$ cat config.mk
export PLATFORM = sky130hd
export DESIGN_NAME = psum_ctrl_flat
export DESIGN_NICKNAME = d
export VERILOG_FILES = /design/src/rtl/psum_ctrl_pkg.sv /design/src/rtl/psum_ctrl_if.sv /design/src/rtl/psum_beat_cnt.sv /design/src/rtl/psum_ctrl.sv /design/src/flat_wrapper.sv
export SDC_FILE = /design/constraint.sdc
export NUM_CORES = 1
export LEC_CHECK = 0
export BUFFER_PORTS_ARGS = -buffer_cell sky130_fd_sc_hd__buf_2
export CAP_MARGIN = 30
export CORE_MARGIN = 4
export CORE_UTILIZATION = 60
export CTS_CLUSTER_DIAMETER = 100
export DETAILED_ROUTE_END_ITERATION = 10
export HOLD_SLACK_MARGIN = 0.05
export PLACE_DENSITY = 0.89
export SETUP_SLACK_MARGIN = 0.02
export SYNTH_ARGS = -nofsm -noshare
export SYNTH_HDL_FRONTEND = slang
export SYNTH_SLANG_ARGS = --single-unit
$ cat constraint.sdc
create_clock -name clk -period 2.8 [get_ports clk]
set_input_delay 0.28 -clock clk [delete_from_list [all_inputs] [get_ports clk]]
set_output_delay 0.28 -clock clk [all_outputs]
set_load 0.02 [all_outputs]
$ cat src/rtl/psum_ctrl_pkg.sv
// Shared encodings and defaults for the partial-sum sequencing controller.
package psum_ctrl_pkg;

  localparam int PSUM_ADDR_WIDTH = 8;
  localparam int PSUM_PASS_WIDTH = 8;
  localparam int PSUM_ROW_WIDTH  = 8;
  // Adder-tree latency from FIFO read to FIFO write; shared with the buffer.
  localparam int PSUM_PIPE_LAT   = 3;

  typedef enum logic [2:0] {
    ST_IDLE  = 3'd0,
    ST_INIT  = 3'd1,
    ST_ACCUM = 3'd2,
    ST_WAIT  = 3'd3,
    ST_DRAIN = 3'd4,
    ST_DONE  = 3'd5
  } psum_state_e;

  function automatic int cnt_width(input int n);
    return (n > 1) ? $clog2(n) : 1;
  endfunction

endpackage

$ cat src/rtl/psum_ctrl_if.sv
// PE-array handshake and partial-sum buffer control bundle.
interface psum_ctrl_if;

  logic in_valid;
  logic in_ready;
  logic p_init;
  logic p_valid_data;
  logic p_write_zero;
  logic odd_cnt;

  modport master (
    input  in_valid,
    output in_ready,
    output p_init,
    output p_valid_data,
    output p_write_zero,
    output odd_cnt
  );

  modport slave (
    output in_valid,
    input  in_ready,
    input  p_init,
    input  p_valid_data,
    input  p_write_zero,
    input  odd_cnt
  );

endinterface

$ cat src/rtl/psum_beat_cnt.sv
// Loadable up-counter with a terminal flag; clear takes priority over count.
module psum_beat_cnt #(
  parameter int WIDTH = 8
) (
  input  logic             clk,
  input  logic             rst_n,
  input  logic             clr,
  input  logic             en,
  input  logic [WIDTH-1:0] last,
  output logic             term
);

  logic [WIDTH-1:0] cnt_d, cnt_q;

  // Next count: clear, advance or hold.
  always_comb begin
    cnt_d = cnt_q;
    if (clr) begin
      cnt_d = '0;
    end else if (en) begin
      cnt_d = cnt_q + WIDTH'(1);
    end
  end

  // Count register.
  always_ff @(posedge clk or negedge rst_n) begin
    if (!rst_n) begin
      cnt_q <= '0;
    end else begin
      cnt_q <= cnt_d;
    end
  end

  // Compare against last index, so a full-scale length never wraps.
  assign term = (cnt_q == last);

endmodule

$ cat src/rtl/psum_ctrl.sv
// Partial-sum buffer sequencer: zero-fill, multi-pass accumulate with
// overlapped drain of the previous row, final flush.
module psum_ctrl
  import psum_ctrl_pkg::*;
#(
  parameter int ADDR_WIDTH = PSUM_ADDR_WIDTH,
  parameter int PASS_WIDTH = PSUM_PASS_WIDTH,
  parameter int ROW_WIDTH  = PSUM_ROW_WIDTH,
  parameter int PIPE_LAT   = PSUM_PIPE_LAT
) (
  input  logic                  clk,
  input  logic                  rst_n,
  input  logic                  start,
  input  logic [ADDR_WIDTH-1:0] row_len,
  input  logic [PASS_WIDTH-1:0] num_pass,
  input  logic [ROW_WIDTH-1:0]  num_rows,
  psum_ctrl_if.master           bus,
  output logic                  busy,
  output logic                  done
);

  localparam int                WAIT_W    = cnt_width(PIPE_LAT);
  localparam logic [WAIT_W-1:0] WAIT_LAST = WAIT_W'(PIPE_LAT - 1);

  psum_state_e           state_d, state_q;
  logic [ADDR_WIDTH-1:0] row_len_d, row_len_q;
  logic [PASS_WIDTH-1:0] num_pass_d, num_pass_q;
  logic [ROW_WIDTH-1:0]  num_rows_d, num_rows_q;
  logic [PASS_WIDTH-1:0] pass_d, pass_q;
  logic [ROW_WIDTH-1:0]  row_d, row_q;
  logic                  odd_d, odd_q;
  logic                  p_init_d, p_init_q;
  logic                  drain_d, drain_q;
  logic                  done_d, done_q;
  logic                  busy_d, busy_q;

  logic beat_clr, beat_en, beat_term;
  logic wait_clr, wait_en, wait_term;
  logic in_ready, beat;

  psum_beat_cnt #(.WIDTH(ADDR_WIDTH)) u_beat_cnt (
    .clk   (clk),
    .rst_n (rst_n),
    .clr   (beat_clr),
    .en    (beat_en),
    .last  (row_len_q - ADDR_WIDTH'(1)),
    .term  (beat_term)
  );

  psum_beat_cnt #(.WIDTH(WAIT_W)) u_wait_cnt (
    .clk   (clk),
    .rst_n (rst_n),
    .clr   (wait_clr),
    .en    (wait_en),
    .last  (WAIT_LAST),
    .term  (wait_term)
  );

  // Next-state, counter control and next values of registered outputs.
  always_comb begin
    state_d    = state_q;
    row_len_d  = row_len_q;
    num_pass_d = num_pass_q;
    num_rows_d = num_rows_q;
    pass_d     = pass_q;
    row_d      = row_q;
    odd_d      = odd_q;
    beat_clr   = 1'b0;
    beat_en    = 1'b0;
    wait_clr   = 1'b0;
    wait_en    = 1'b0;
    in_ready   = 1'b0;
    beat       = 1'b0;

    case (state_q)
      ST_IDLE: begin
        if (start) begin
          if (row_len == '0 || num_pass == '0 || num_rows == '0) begin
            state_d = ST_DONE;
          end else begin
            row_len_d  = row_len;
            num_pass_d = num_pass;
            num_rows_d = num_rows;
            beat_clr   = 1'b1;
            state_d    = ST_INIT;
          end
        end
      end
      ST_INIT: begin
        beat_en = 1'b1;
        if (beat_term) begin
          beat_clr = 1'b1;
          pass_d   = '0;
          row_d    = '0;
          state_d  = ST_ACCUM;
        end
      end
      ST_ACCUM: begin
        in_ready = 1'b1;
        beat     = bus.in_valid;
        if (beat) begin
          beat_en = 1'b1;
          if (beat_term) begin
            beat_clr = 1'b1;
            wait_clr = 1'b1;
            state_d  = ST_WAIT;
          end
        end
      end
      ST_WAIT: begin
        wait_en = 1'b1;
        if (wait_term) begin
          if (pass_q != num_pass_q - PASS_WIDTH'(1)) begin
            pass_d  = pass_q + PASS_WIDTH'(1);
            state_d = ST_ACCUM;
          end else begin
            odd_d  = ~odd_q;
            pass_d = '0;
            if (row_q != num_rows_q - ROW_WIDTH'(1)) begin
              row_d   = row_q + ROW_WIDTH'(1);
              state_d = ST_ACCUM;
            end else begin
              state_d = ST_DRAIN;
            end
          end
        end
      end
      ST_DRAIN: begin
        beat_en = 1'b1;
        if (beat_term) begin
          beat_clr = 1'b1;
          state_d  = ST_DONE;
        end
      end
      ST_DONE: begin
        state_d = ST_IDLE;
      end
      default: begin
        state_d = ST_IDLE;
      end
    endcase

    // Strobes align with the state that owns them; done/busy trail DONE by one cycle.
    p_init_d = (state_d == ST_INIT);
    drain_d  = (state_d == ST_DRAIN);
    done_d   = (state_q == ST_DONE);
    busy_d   = (state_d != ST_IDLE) || (state_q == ST_DONE);
  end

  // State, configuration, counters and registered outputs.
  always_ff @(posedge clk or negedge rst_n) begin
    if (!rst_n) begin
      state_q    <= ST_IDLE;
      row_len_q  <= '0;
      num_pass_q <= '0;
      num_rows_q <= '0;
      pass_q     <= '0;
      row_q      <= '0;
      odd_q      <= 1'b0;
      p_init_q   <= 1'b0;
      drain_q    <= 1'b0;
      done_q     <= 1'b0;
      busy_q     <= 1'b0;
    end else begin
      state_q    <= state_d;
      row_len_q  <= row_len_d;
      num_pass_q <= num_pass_d;
      num_rows_q <= num_rows_d;
      pass_q     <= pass_d;
      row_q      <= row_d;
      odd_q      <= odd_d;
      p_init_q   <= p_init_d;
      drain_q    <= drain_d;
      done_q     <= done_d;
      busy_q     <= busy_d;
    end
  end

  assign bus.in_ready     = in_ready;
  assign bus.p_valid_data = beat;
  assign bus.p_write_zero = drain_q | (beat & (pass_q == '0) & (row_q != '0));
  assign bus.p_init       = p_init_q;
  assign bus.odd_cnt      = odd_q;
  assign busy             = busy_q;
  assign done             = done_q;

endmodule

$ cat src/flat_wrapper.sv
// flat-port wrapper written by rule: the top's interface ports become plain ports
module psum_ctrl_flat import psum_ctrl_pkg::*;
#(
  parameter int ADDR_WIDTH = PSUM_ADDR_WIDTH,
  parameter int PASS_WIDTH = PSUM_PASS_WIDTH,
  parameter int ROW_WIDTH  = PSUM_ROW_WIDTH,
  parameter int PIPE_LAT   = PSUM_PIPE_LAT
)
  (clk, rst_n, start, row_len, num_pass, num_rows, busy, done, bus_in_valid, bus_in_ready, bus_p_init, bus_p_valid_data, bus_p_write_zero, bus_odd_cnt);
  psum_ctrl_if bus_i ();
  input  logic clk;
  input  logic rst_n;
  input  logic start;
  input  logic [ADDR_WIDTH-1:0] row_len;
  input  logic [PASS_WIDTH-1:0] num_pass;
  input  logic [ROW_WIDTH-1:0] num_rows;
  output logic busy;
  output logic done;
  input wire logic [$bits(bus_i.in_valid)-1:0] bus_in_valid;
  output wire logic [$bits(bus_i.in_ready)-1:0] bus_in_ready;
  output wire logic [$bits(bus_i.p_init)-1:0] bus_p_init;
  output wire logic [$bits(bus_i.p_valid_data)-1:0] bus_p_valid_data;
  output wire logic [$bits(bus_i.p_write_zero)-1:0] bus_p_write_zero;
  output wire logic [$bits(bus_i.odd_cnt)-1:0] bus_odd_cnt;
  assign bus_i.in_valid = bus_in_valid;
  assign bus_in_ready = bus_i.in_ready;
  assign bus_p_init = bus_i.p_init;
  assign bus_p_valid_data = bus_i.p_valid_data;
  assign bus_p_write_zero = bus_i.p_write_zero;
  assign bus_odd_cnt = bus_i.odd_cnt;
  psum_ctrl #(.ADDR_WIDTH(ADDR_WIDTH), .PASS_WIDTH(PASS_WIDTH), .ROW_WIDTH(ROW_WIDTH), .PIPE_LAT(PIPE_LAT)) u_core (.clk(clk), .rst_n(rst_n), .start(start), .row_len(row_len), .num_pass(num_pass), .num_rows(num_rows), .bus(bus_i), .busy(busy), .done(done));
endmodule
# --- After elaboration in Yosys (flattened, before gate mapping) ---
# Index checks and enable logic that the tools add are counted.
totals:
  reg_bits: 58
  latch_bits: 0
  mem_bits_rw: 0
  rom_bits: 0
  input_bits: 28
  output_inout_bits: 7
  word_cells: 92
  mem_count: 0
op_classes:
  addsub: 7
  mul: 0
  div_mod_pow: 0
  order_cmp: 0
  eq_ne: 15
  shifts: 0
  muxes: 33
  bitwise_logic: 6
  n_reduce_logical: 18
ops:
  columns: ["operator", "count"]
  rows:
  - ["$mux 8", 8]
  - ["$logic_not 8->1", 4]
  - ["$pmux 8 s2", 2]
  - ["$mux 3", 9]
  - ["$add 8x1->8 const B", 3]
  - ["$sub 8x1->8 const B", 3]
  - ["$ne 8x8->1", 2]
  - ["$pmux 3 s5", 1]
  - ["$eq 3x3->1 const B", 3]
  - ["$mux 1", 9]
  - ["$reduce_and 3->1", 3]
  - ["$eq 8x8->1", 1]
  - ["$reduce_bool 8->1", 1]
  - ["$eq 3x1->1 const B", 2]
  - ["$eq 3x2->1 const B", 2]
  - ["$reduce_bool 2->1", 3]
  - ["$reduce_and 5->1", 1]
  - ["$mux 2", 2]
  - ["$ne 2x1->1 const B", 2]
  - ["$ne 2x2->1 const B", 2]
  - ["$logic_not 3->1", 1]
  - ["$logic_or 1x1->1", 3]
  - ["$not 1->1", 3]
  - ["$pmux 1 s3", 1]
  - ["7 further kinds", 8]

# --- Longest topological paths before layout ---
# Gate-level depths: netlist (run 1).
logic_depth:
  ltp_word: 8
  ltp_mapped: 12
  mapped_depth_nobuf: 9

# --- By module ---
# Synthesis (run 1) repeated with hierarchy kept, for this count alone.
unflattened:
  cells_unflattened: 352
  area_unflattened_um2: 3467.1
by_module_without_submodules:
  columns: ["module", "n_inst", "cells_per_inst", "area_each_um2", "seq_area_each_um2"]
  rows:
  - ["psum_ctrl", 1, 293, 2880.3, 1201.2]
  - ["psum_beat_cnt at u_core.u_beat_cnt", 1, 49, 476.7, 200.2]
  - ["psum_beat_cnt at u_core.u_wait_cnt", 1, 10, 110.1, 50.0]

# --- Worst setup path before layout (run 1) ---
# Ideal clock, no wire load.
synth_timing:
  path_type: "register -> register"
  start: "register u_core.row_len_q[0]"
  end: "register u_core.row_q[3]"
  t_arrival_ns: 2.431
  slack_ns: 0.290
  stages_incl_launch_ff: 13
  path_cell_list: "dfrtp_1 > buf_4 > inv_1 > ha_1 > nor3b_1 > xnor2_1 > nor4b_2 > o311ai_2 > and2_1 > buf_4 > buf_6 > nor4_2 > mux2i_1"
synth_between:
  elab_chain_len: 4
synth_lines:
  columns: ["item", "line", "source"]
  rows:
  - ["start: declaration", "psum_ctrl.sv:26", "logic [ADDR_WIDTH-1:0] row_len_d, row_len_q;"]
  - ["start signal: assignment", "psum_ctrl.sv:166", "row_len_q <= row_len_d;"]
  - ["$sub 8x1->8", "psum_ctrl.sv:46", ".last (row_len_q - ADDR_WIDTH'(1)),"]
  - ["$eq 8x8->1", "psum_beat_cnt.sv:35", "assign term = (cnt_q == last);"]
  - ["$ne 2x1->1 (no line)", null, null]
  - ["$reduce_and 5->1 (no line)", null, null]
  - ["end signal: assignment", "psum_ctrl.sv:170", "row_q <= row_d;"]
  - ["end: declaration", "psum_ctrl.sv:30", "logic [ROW_WIDTH-1:0] row_d, row_q;"]
# Every way passes these cells.
# A chain may end at the register's enable or synchronous reset.

# --- Worst setup path after layout (run 1) ---
layout_timing:
  start: "register u_core.row_len_q[0]"
  end: "register u_core.busy_q, in the netlist u_core.busy"
layout_between:
  elab_chain_len: 7
layout_lines:
  columns: ["item", "line", "source"]
  rows:
  - ["$sub 8x1->8 (*)", "psum_ctrl.sv:46", null]
  - ["$eq 8x8->1 (*)", "psum_beat_cnt.sv:35", null]
  - ["$mux 3", "psum_ctrl.sv:103", "if (beat_term) begin"]
  - ["$mux 3", "psum_ctrl.sv:101", "if (beat) begin"]
  - ["$pmux 3 s5 (*)", "psum_ctrl.sv:75", "case (state_q)"]
  - ["net u_core.state_d[0]", "psum_ctrl.sv:25", "psum_state_e state_d, state_q;"]
  - ["$reduce_bool 3->1 (*)", "psum_ctrl.sv:147", "busy_d = (state_d != ST_IDLE) || (state_q == ST_DONE);"]
  - ["$logic_or 1x1->1 (*)", "psum_ctrl.sv:147", null]
  - ["net u_core.busy_d", "psum_ctrl.sv:35", "logic busy_d, busy_q;"]
  - ["end signal: assignment", "psum_ctrl.sv:175", "busy_q <= busy_d;"]
  - ["end: declaration", "psum_ctrl.sv:35", null]
# The timed path passes the listed nets; every way through them passes the cells marked *.

==> key figures, run 1 <==
Synth
  • Async S/R FF share, synth: 100%
  • Netlist Area Pre-Place: around 3700 µm²
  • Number of flops mapped to enable cells by yosys: 0
  • Syn nets: ~420
  • Distinct cells, synth: 62
  • Mean Syn Cell Area: around 9.6 µm²
  • Ys Warns: 0
  • Synth Register Bits: 58
  • Seq/Total Area, Yosys: between 30% and 40%
  • Cell count after synthesis: between 300 and 400
  • Main synth FF type: dfrtp_1

STA
  • TNS Setup: 0 ns
  • RSZ-0062 raised after global routing: false
  • Setup Skew: 0.00353 ns
  • Period utilization: a little over nine tenths
  • FMAX: 0.377 GHz
  • Worst-margin pin slew: 0.655 ns
  • Setup violations, final: 0
  • Final hold viol count: 0
  • Final worst slack: about 0.15 ns
  • Fin. max-slew vios: 0
  • Fin crit period: approximately 2.7 ns
  • Slew HR: a little under three fifths

Clock network
  • Reg clk slew, reported paths: 0.07 ns
  • Clock latency on the worst-skew pair: around 0.34 ns
  • H-tree lvl count: 3
  • CTS Sinks: 58
  • CTS tree: done
  • CTS buffer count: 9
  • CTS Root Cell: clkbuf_8
  • Clock buffer depth: 2
  • Number of setup buffers added after CTS: 0

Worst setup path
  • CP cell instances: inv_1 > ha_1 > nand4b_1 > a211oi_2 > nor3_1 > or3_1 > a211o_1 > or3b_1
  • Reg2reg setup slack: between 0.1 and 0.15 ns
  • Worst EP arrival: ~2.9 ns
  • Startpoint Class: register
  • Crit-path max FO: 8
  • Slowest CP cell: dfrtp_2
  • Crit Path Class: reg -> reg
  • Worst path required time: about 3.0 ns
  • Max incr delay on CP: roughly 0.44 ns
  • Endpoint class of the critical path: register

Floorplanning
  • # IOs: 35
  • Initial Utilization: ~62%
  • DIE HEIGHT: about 86 µm
  • Core footprint: 5960 µm²
  • Die width: between 80 and 90 µm
  • Core Rows: 28
  • Die Footprint: between 7000 and 8000 µm²

Finish
  • Filler cells: 450
  • Share of layout cells above drive strength 1: between 20% and 30%
  • Area grow syn2layout: 12.0%
  • Antenna Cells: 0
  • Final nets: between 400 and 500

Status
  • Run status: finished clean

Drt
  • Initial DRC Count: 139
  • DRT Pass-1 Iters: 4
  • Met1 Wirelength: about 3500 µm
  • Vias after detailed routing: 3099
  • Top sig layer: met4
  • Wire length on met2: around 4200 µm
  • Drt wl/cell: about 17 µm
  • Post-route DRC: 0
  • Final WL: between 8000 and 9000 µm
  • Post-DR vias/cell: approximately 6.2
  • Post-DRT Antenna Nets: 0
  • WL met3: about 410 µm

Placed design
  • Pre-CTS WS: around 0.070 ns
  • RD Place Congestion: around 0.92
  • PortBufs: 34
  • Detailed placer's ending HPWL: between 6000 and 7000 µm

Power
  • Final Total Pwr: ~3.8 mW
  • Max IR drop VDD: just over 0.0007 V
  • Pwr Density: a little over 900 nW/µm²
  • Leak pwr: 1.79 nW

GRT
  • Largest net degree at the start of global routing: 37
  • Overflow after GRT: 0
  • Gr usage total: 24.3%
  • Antenna violations before repair: 0
  • First-pass GRT wire length: about 14000 µm
  • Vias in the first global route: between 3000 and 4000

Worst hold path
  • Path category of the worst min-delay check: in -> reg

Flow run
  • MaxCap Viol Count: 0
## metrics by stage
step,instances,hold slack (ns),utilization (%),cell area [µm²]
4_1_cts,501,0.173,68.8,4100
3_5_place_dp,484,0.289,65.8,3920
3_3_place_gp,484,0.275,65.8,3920
6_report,501,0.178,69.3,4130
5_1_grt,501,0.177,69.3,4130
2_1_floorplan,385,-0.0156,-,3680
## critical path: cells and delay by family, from the launching register on
kind	cells	cell delay, ns
compound gates	2	0.66
buf+inv	1	0.07
fa+ha+maj	1	0.25
flops	1	0.44
simple gates	4	1.11
## layout by cell type (no fill, tap or decap), types with 8 or more instances in the layout
cell type and count:
inv_1 13, clkbuf_8 10, xor2_1 15, buf_2 34, dfrtp_1 56, mux2_2 24, mux2i_1 8, ha_1 9
nor4_1 9, a21oi_1 16, xnor2_1 20, o21ai_0 11, nand2_1 32, nor3_1 13, nand3_1 17, nor2_1 25
## synthesized netlist by cell type, types with 8 or more instances
master | count | area, µm²
nor2_1 | 25 | 93.8
mux2i_1 | 8 | 80.1
nand3_1 | 17 | 85.1
inv_1 | 13 | 48.8
xnor2_1 | 20 | 175
mux2_2 | 24 | 270
nor3_1 | 13 | 65.1
o21ai_0 | 12 | 60.1
dfrtp_1 | 58 | 1450
ha_1 | 9 | 113
clkbuf_1 | 12 | 45.0
nand2_1 | 32 | 120
nor4_1 | 10 | 62.6
xor2_1 | 15 | 131
a21oi_1 | 17 | 85.1
## cell type report
class	count	area, µm²	share of cell area (%)
multi-input combinational	297	2130	51.5
sequential	58	1450	35.2
timing repair buffer	42	233	5.64
clock buffer	11	141	3.43
tap	75	93.8	2.27
inverter	13	48.8	1.18
clock inverter	5	30.0	0.727
## state kept, by name (all words and copies together), names as in the netlist, 2 cells and up
signal,flops
u_core.num_pass_q,8
u_core.row_q,8
u_core.pass_q,8
u_core.row_len_q,8
u_core.state_q,3
u_core.u_wait_cnt.cnt_q,2
u_core.u_beat_cnt.cnt_q,8
u_core.num_rows_q,8
## power breakdown
| group | switching, mW | total (mW) | leakage [nW] | internal [mW] |
|---|---|---|---|---|
| Combinational | 0.837 | 1.61 | 0.973 | 0.771 |
| Sequential | 0.379 | 1.48 | 0.735 | 1.11 |
| Clock | 0.355 | 0.696 | 0.0851 | 0.340 |
## kinds of logic after synthesis
logic type	after synthesis	synth area share [%]
XOR/XNOR	35	8.32
adder cells (fa/ha/maj)	9	3.06
AND/OR/NAND/NOR	169	26.9
multiplexers	33	9.81
AO/OA/AOI/OAI	51	8.90
buffers and inverters	30	3.60
flip-flops	58	39.4
## layer usage
layer / track usage [%] / up-vias
met5: 0 / -
met4: 11.2 / 0
met3: 5.32 / 24
met2: 40.4 / 90
met1: 30.1 / 1523
li1: - / 1462
## path summary, 6_finish.rpt
path | from | to | depth (start not counted)
worst min-delay path | row_len[4] | u_core.row_len_q[4] | 2
worst max-delay path | u_core.row_len_q[0] | u_core.busy | 8
worst min register to register | u_core.bus.odd_cnt | u_core.bus.odd_cnt | 1
max in group asynchronous | rst_n | u_core.num_rows_q[6] | 3
worst max register to register | u_core.row_len_q[0] | u_core.busy | 8
min in group asynchronous | rst_n | u_core.pass_q[5] | 2
## repair_timing
item | CTS | global route
hold buffers | 1 | 0
hold endpoints to repair | 22 | 0
resized for setup | 0 | 8
endpoints found under the setup margin | 0 | 16
(Power assumes the default switching activity.)
==> inputs of run 2 (changes only) <==
Settings changed: CORE_UTILIZATION 60 to 64, PLACE_DENSITY 0.89 to default, PLACE_DENSITY_LB_ADDON from default to 0.08.
Clock period 2.8 ns to 3.12 ns, I/O delays scaled along.
==> key figures, run 2 (synthesis results as in run 1) <==
Status
  • Run status: finished clean

Drt
  • Post-route DRC: 0 (unchanged)
  • DRT Pass-1 Iters: 5 (+1)
  • Initial DRC Count: 159 (+14%)
  • Post-DR vias/cell: 6.04 (-2.3%)
  • Drt wl/cell: 16.3 µm (-2.5%)
  • Vias after detailed routing: 3003 (-3.1%)
  • Post-DRT Antenna Nets: 0 (unchanged)
  • Final WL: 8120 µm (-3.3%)

Placed design
  • Pre-CTS WS: 0.389 ns (+0.319 ns)
  • Detailed placer's ending HPWL: 6000 µm (-2.2%)
  • Dpl cells: 480 (-0.83%)
  • RD Place Congestion: 0.873 (-5.0%)
  • PortBufs: 34 (unchanged)

STA
  • Setup Skew: 0.00775 ns (+0.00422 ns)
  • WHS: 0.217 ns (+0.0386 ns)
  • Period utilization: 88.6% (-6.2 points)
  • Setup violations, final: 0 (unchanged)
  • Worst-margin pin slew: 0.823 ns (+0.168 ns)
  • TNS Setup: 0 ns (unchanged)
  • Fin. max-slew vios: 0 (unchanged)
  • Fin crit period: 2.77 ns (+0.111 ns)
  • FMAX: 0.362 GHz (-4.0%)
  • Final hold viol count: 0 (unchanged)
  • RSZ-0062 raised after global routing: false
  • Final worst slack: 0.354 ns (+0.209 ns)
  • Slew HR: 45.1% (-11 points)

GRT
  • First-pass GRT wire length: 14000 µm (-2.2%)
  • Largest net degree at the start of global routing: 26 (-30%)
  • Vias in the first global route: 2946 (-5.3%)
  • Antenna violations before repair: 0 (unchanged)
  • Gr usage total: 24.4% (+0.16 points)
  • Overflow after GRT: 0 (unchanged)

Finish
  • Most frequent cells in the layout: dfrtp_1 (58), buf_2 (34), nand2_1 (32), nor2_1 (25), mux2_2 (24)
  • Share of layout cells above drive strength 1: 22.8% (-1.6 points)
  • Final nets: 457 (-0.22%)
  • Antenna Cells: 0 (unchanged)
  • Post-Layout Cell Count: 497 (-0.80%)
  • Area grow syn2layout: 11.9%
  • Most common cell after layout, fill and taps aside: dfrtp_1

Worst hold path
  • Hold EP: u_core.num_pass_q[1]
  • Worst hold path startpoint: num_pass[1]
  • Path category of the worst min-delay check: in -> reg
  • Hold Path Stages: 2 (unchanged)

Worst setup path
  • Worst r2r dst: u_core.busy
  • Slowest CP cell: dfrtp_1
  • Crit-path max FO: 8 (unchanged)
  • Critical path's top delay family: simple AND/OR/NAND/NOR gates
  • CP bufs+invs: 1 (unchanged)
  • FF-to-FF Start: u_core.row_len_q[0]
  • Reg2reg setup slack: 0.35 ns (+0.21 ns)
  • Endpoint class of the critical path: register
  • R2R cell count: 8 (unchanged)
  • Startpoint Class: register
  • Worst EP arrival: 2.98 ns (+0.10 ns)
  • Crit Path Class: reg -> reg
  • Max incr delay on CP: 0.49 ns (+0.05 ns)
  • Worst path required time: 3.33 ns (+0.30 ns)
  • CP cell instances: inv_1 > ha_1 > o21ai_1 > nor4b_2 > nor3_1 > or3_1 > a211o_1 > or3b_1

Floorplanning
  • Die width: 83.9 µm (-2.9%)
  • DIE HEIGHT: 83.9 µm (-2.9%)
  • Core Rows: 27 (-3.6%)
  • Core footprint: 5540 µm² (-7.0%)
  • # IOs: 35 (unchanged)
  • Die Footprint: 7040 µm² (-5.7%)
  • Initial Utilization: 66.5% (+4.6 points)

Clock network
  • CTS Sinks: 58 (unchanged)
  • Post_cts resized: 0 (unchanged)
  • CTS buffer count: 9 (unchanged)
  • Number of setup buffers added after CTS: 0 (unchanged)
  • Clock buffer depth: 2 (unchanged)
  • H-tree lvl count: 3 (unchanged)
  • CTS tree: done
  • Clock latency on the worst-skew pair: 0.34 ns (about the same)
  • # hold bufs at CTS: 1 (unchanged)
  • Reg clk slew, reported paths: 0.07 ns (about the same)
  • CTS Root Cell: clkbuf_8

Power
  • Leak pwr: 1.80 nW (+0.28%)
  • Pwr Density: 832 nW/µm² (-9.4%)
  • Final Total Pwr: 3.43 mW (-9.5%)
  • Max IR drop VDD: 0.000536 V (-25%)

Flow run
  • MaxCap Viol Count: 0 (unchanged)
run 2: cell type report:
class / instances / area (µm²)
Clock buffer: 12 / 155
Sequential cell: 58 / 1450
Timing Repair Buffer: 41 / 225
Tap cell: 72 / 90.1
Inverter: 13 / 48.8
Fill cell: 424 / 1420
Multi-Input combinational cell: 297 / 2100
Clock inverter: 4 / 50.0
run 2: metrics by stage:
step	utilization (%)	instance area (µm²)
after floorplan	-	3680
after global placement	70.5	3910
after detailed placement	70.5	3910
after CTS	74.4	4120
after global routing	74.4	4120
final	74.4	4120
run 2: worst max-delay path by stage:
| stage | slack, ns | to | from | cells past startpoint |
|---|---|---|---|---|
| 2_1_floorplan | 0.61 | u_core.row_q[3] | u_core.row_len_q[0] | 12 |
| 3_3_place_gp | 0.49 | u_core.busy | u_core.row_len_q[0] | 8 |
| 3_5_place_dp | 0.39 | u_core.pass_q[4] | u_core.row_len_q[0] | 10 |
| 4_1_cts | 0.36 | u_core.pass_q[4] | u_core.row_len_q[0] | 10 |
| 5_1_grt | 0.13 | u_core.row_q[0] | u_core.num_pass_q[0] | 9 |
| 6_report | 0.35 | u_core.busy | u_core.row_len_q[0] | 8 |
run 2: power by group:
group	internal, mW	switching, mW
registers	0.990	0.337
clock network	0.411	0.309
logic	0.670	0.709
run 2: metal layers:
metal	share of wire (%)	global-route usage, %
met5	0	0
met4	2.0	10.1
met3	5.4	3.65
met2	47	38.3
met1	46	33.9
==> inputs of run 3 (changes only) <==
==> constraint.sdc (replaced) <==
create_clock -name clk -period 3.12 [get_ports clk]
set_input_delay 0.468 -clock clk [delete_from_list [all_inputs] [get_ports clk]]
set_output_delay 0.468 -clock clk [all_outputs]
set_load 0.02 [all_outputs]
==> key figures, run 3 (synthesis results as in run 1) <==
Clock network
  • H-tree lvl count: 3 (unchanged)
  • CTS Sinks: 58 (unchanged)
  • Number of setup buffers added after CTS: 0 (unchanged)
  • CTS Root Cell: clkbuf_8
  • CTS buffer count: 9 (unchanged)
  • CTS tree: done
  • Clock buffer depth: 2 (unchanged)
  • Post_cts resized: 0 (unchanged)
  • # hold bufs at CTS: 0 (-1)
  • Reg clk slew, reported paths: 0.07 ns (about the same)
  • Clock latency on the worst-skew pair: 0.33 ns (about the same)

Worst setup path
  • Endpoint class of the critical path: register
  • Worst path required time: 3.37 ns (+0.04 ns)
  • Startpoint Class: register
  • Crit Path Class: reg -> reg
  • Worst EP arrival: 3.01 ns (+0.03 ns)
  • Crit-path max FO: 11 (+3)

Finish
  • Area grow syn2layout: 10.3%
  • Antenna Cells: 0 (unchanged)
  • Design Area, Final: 4060 µm² (-1.4%)
  • Most common cell after layout, fill and taps aside: dfrtp_1
  • Post-Layout Cell Count: 495 (-0.40%)
  • Final nets: 455 (-0.44%)
  • Most frequent cells in the layout: dfrtp_1 (58), buf_2 (34), nand2_1 (32), nor2_1 (25), mux2_2 (24)
  • Share of layout cells above drive strength 1: 22.2% (-0.60 points)

Floorplanning
  • # IOs: 35 (unchanged)
  • Die Footprint: 7040 µm² (unchanged)
  • Initial Utilization: 66.5% (unchanged)
  • Core Rows: 27 (unchanged)
  • Die width: 83.9 µm (unchanged)
  • DIE HEIGHT: 83.9 µm (unchanged)
  • Core footprint: 5540 µm² (unchanged)

STA
  • TNS Setup: 0 ns (unchanged)
  • Final hold viol count: 0 (unchanged)
  • FMAX: 0.362 GHz (+0.22%)
  • Fin crit period: 2.76 ns (-0.00602 ns)
  • Worst-margin pin slew: 0.839 ns (+0.0158 ns)
  • Setup Skew: 0.00528 ns (-0.00247 ns)
  • Setup violations, final: 0 (unchanged)
  • Fin. max-slew vios: 0 (unchanged)
  • Period utilization: 88.5% (-0.19 points)
  • Slew HR: 44.1% (-1.1 points)
  • RSZ-0062 raised after global routing: false
  • Final worst slack: 0.360 ns (+0.00602 ns)

Status
  • Run status: finished clean

Drt
  • Met1 Wirelength: 3570 µm (-4.0%)
  • Drt wl/cell: 16.3 µm (about the same)
  • Post-route DRC: 0 (unchanged)
  • Vias after detailed routing: 3031 (+0.93%)
  • Post-DRT Antenna Nets: 0 (unchanged)
  • Wire length on met2: 3950 µm (+4.1%)
  • Post-DR vias/cell: 6.12 (+1.3%)
  • Initial DRC Count: 176 (+11%)
  • WL met3: 429 µm (-1.8%)
  • Final WL: 8090 µm (-0.33%)
  • Top sig layer: met4
  • DRT Pass-1 Iters: 6 (+1)

Power
  • Internal Power: 1.97 mW (-4.9%)
  • Flop pwr share: 40.2% (+1.5 points)
  • P_sw: 1.34 mW (-0.94%)
  • Max IR drop VDD: 0.000472 V (-12%)
  • Gate power share: 41.8% (+1.5 points)
  • Clock power frac: 18.0% (-3.0 points)
  • Leak pwr: 1.78 nW (-1.1%)
  • Pwr Density: 815 nW/µm² (-2.0%)
  • Net Sw Frac: 40.5% (+0.99 points)

GRT
  • Gr usage total: 24.2% (-0.26 points)
  • Largest net degree at the start of global routing: 35 (+35%)
  • Vias in the first global route: 3109 (+5.5%)
  • First-pass GRT wire length: 14000 µm (-0.20%)
  • Overflow after GRT: 0 (unchanged)
  • Antenna violations before repair: 0 (unchanged)

Placed design
  • Dpl cells: 479 (-0.21%)
  • Cell area after placement: 3900 µm² (-0.19%)
  • RD Place Congestion: 0.880 (+0.74%)
  • PortBufs: 34 (unchanged)
  • Pre-CTS WS: 0.374 ns (-0.0142 ns)
  • Detailed placer's ending HPWL: 6040 µm (+0.78%)

Worst hold path
  • Path category of the worst min-delay check: in -> async

Flow run
  • MaxCap Viol Count: 0 (unchanged)
run 3: power by group through the flow:
stage          Sequential, mW  Clock, mW  Combinational, mW
3_5_place_dp             1.34          0               1.37
3_3_place_gp             1.33          0               1.32
5_1_grt                  1.37      0.647               1.55
2_1_floorplan            1.23          0               1.16
6_report                 1.33      0.598               1.38
4_1_cts                  1.33      0.607               1.39
run 3: per-layer routing:
layer,vias up,track usage [%]
li1,1450,-
met1,1472,32.5
met2,93,39.0
met3,16,3.75
met4,0,9.65
met5,-,0
run 3: final timing paths:
| path | from | endpoint | slack [ns] | depth (start not counted) |
|---|---|---|---|---|
| max in group asynchronous | rst_n | u_core.u_beat_cnt.cnt_q[1] | 2.10 | 2 |
| hold reg to reg | u_core.bus.odd_cnt | u_core.bus.odd_cnt | 0.47 | 1 |
| setup / recovery | u_core.row_len_q[0] | u_core.row_q[3] | 0.36 | 10 |
| hold / removal | rst_n | u_core.num_pass_q[4] | 0.21 | 1 |
| setup reg to reg | u_core.row_len_q[0] | u_core.row_q[3] | 0.36 | 10 |
| min in group clk | num_pass[5] | u_core.num_pass_q[5] | 0.38 | 2 |
run 3: layout make-up:
type,count,area (µm²)
clock buffer,13,149
multi-input combinational,297,2100
sequential,58,1450
clock inverter,3,15.0
tap,72,90.1
fill,414,1480
inverter,13,48.8
timing repair buffer,39,208
run 3: metrics by stage:
stage / total power [mW] / hold WS [ns] / utilization, %
floorplan: 2.38 / 0.172 / -
global placement: 2.65 / 0.452 / 70.4
detailed placement: 2.71 / 0.472 / 70.4
CTS: 3.32 / 0.220 / 73.3
global route: 3.56 / 0.272 / 73.3
finish: 3.31 / 0.208 / 73.3
run 3: worst max-delay path, cell delays in order, from the launching register on:
cell and delay (ns):
dfrtp_1 0.48, inv_1 0.09, ha_1 0.23, nor3b_1 0.27, xnor2_1 0.13, nor4b_2 0.33
o311ai_2 0.17, and2_1 0.25, buf_4 0.20, nor4_2 0.29, mux2i_1 0.24
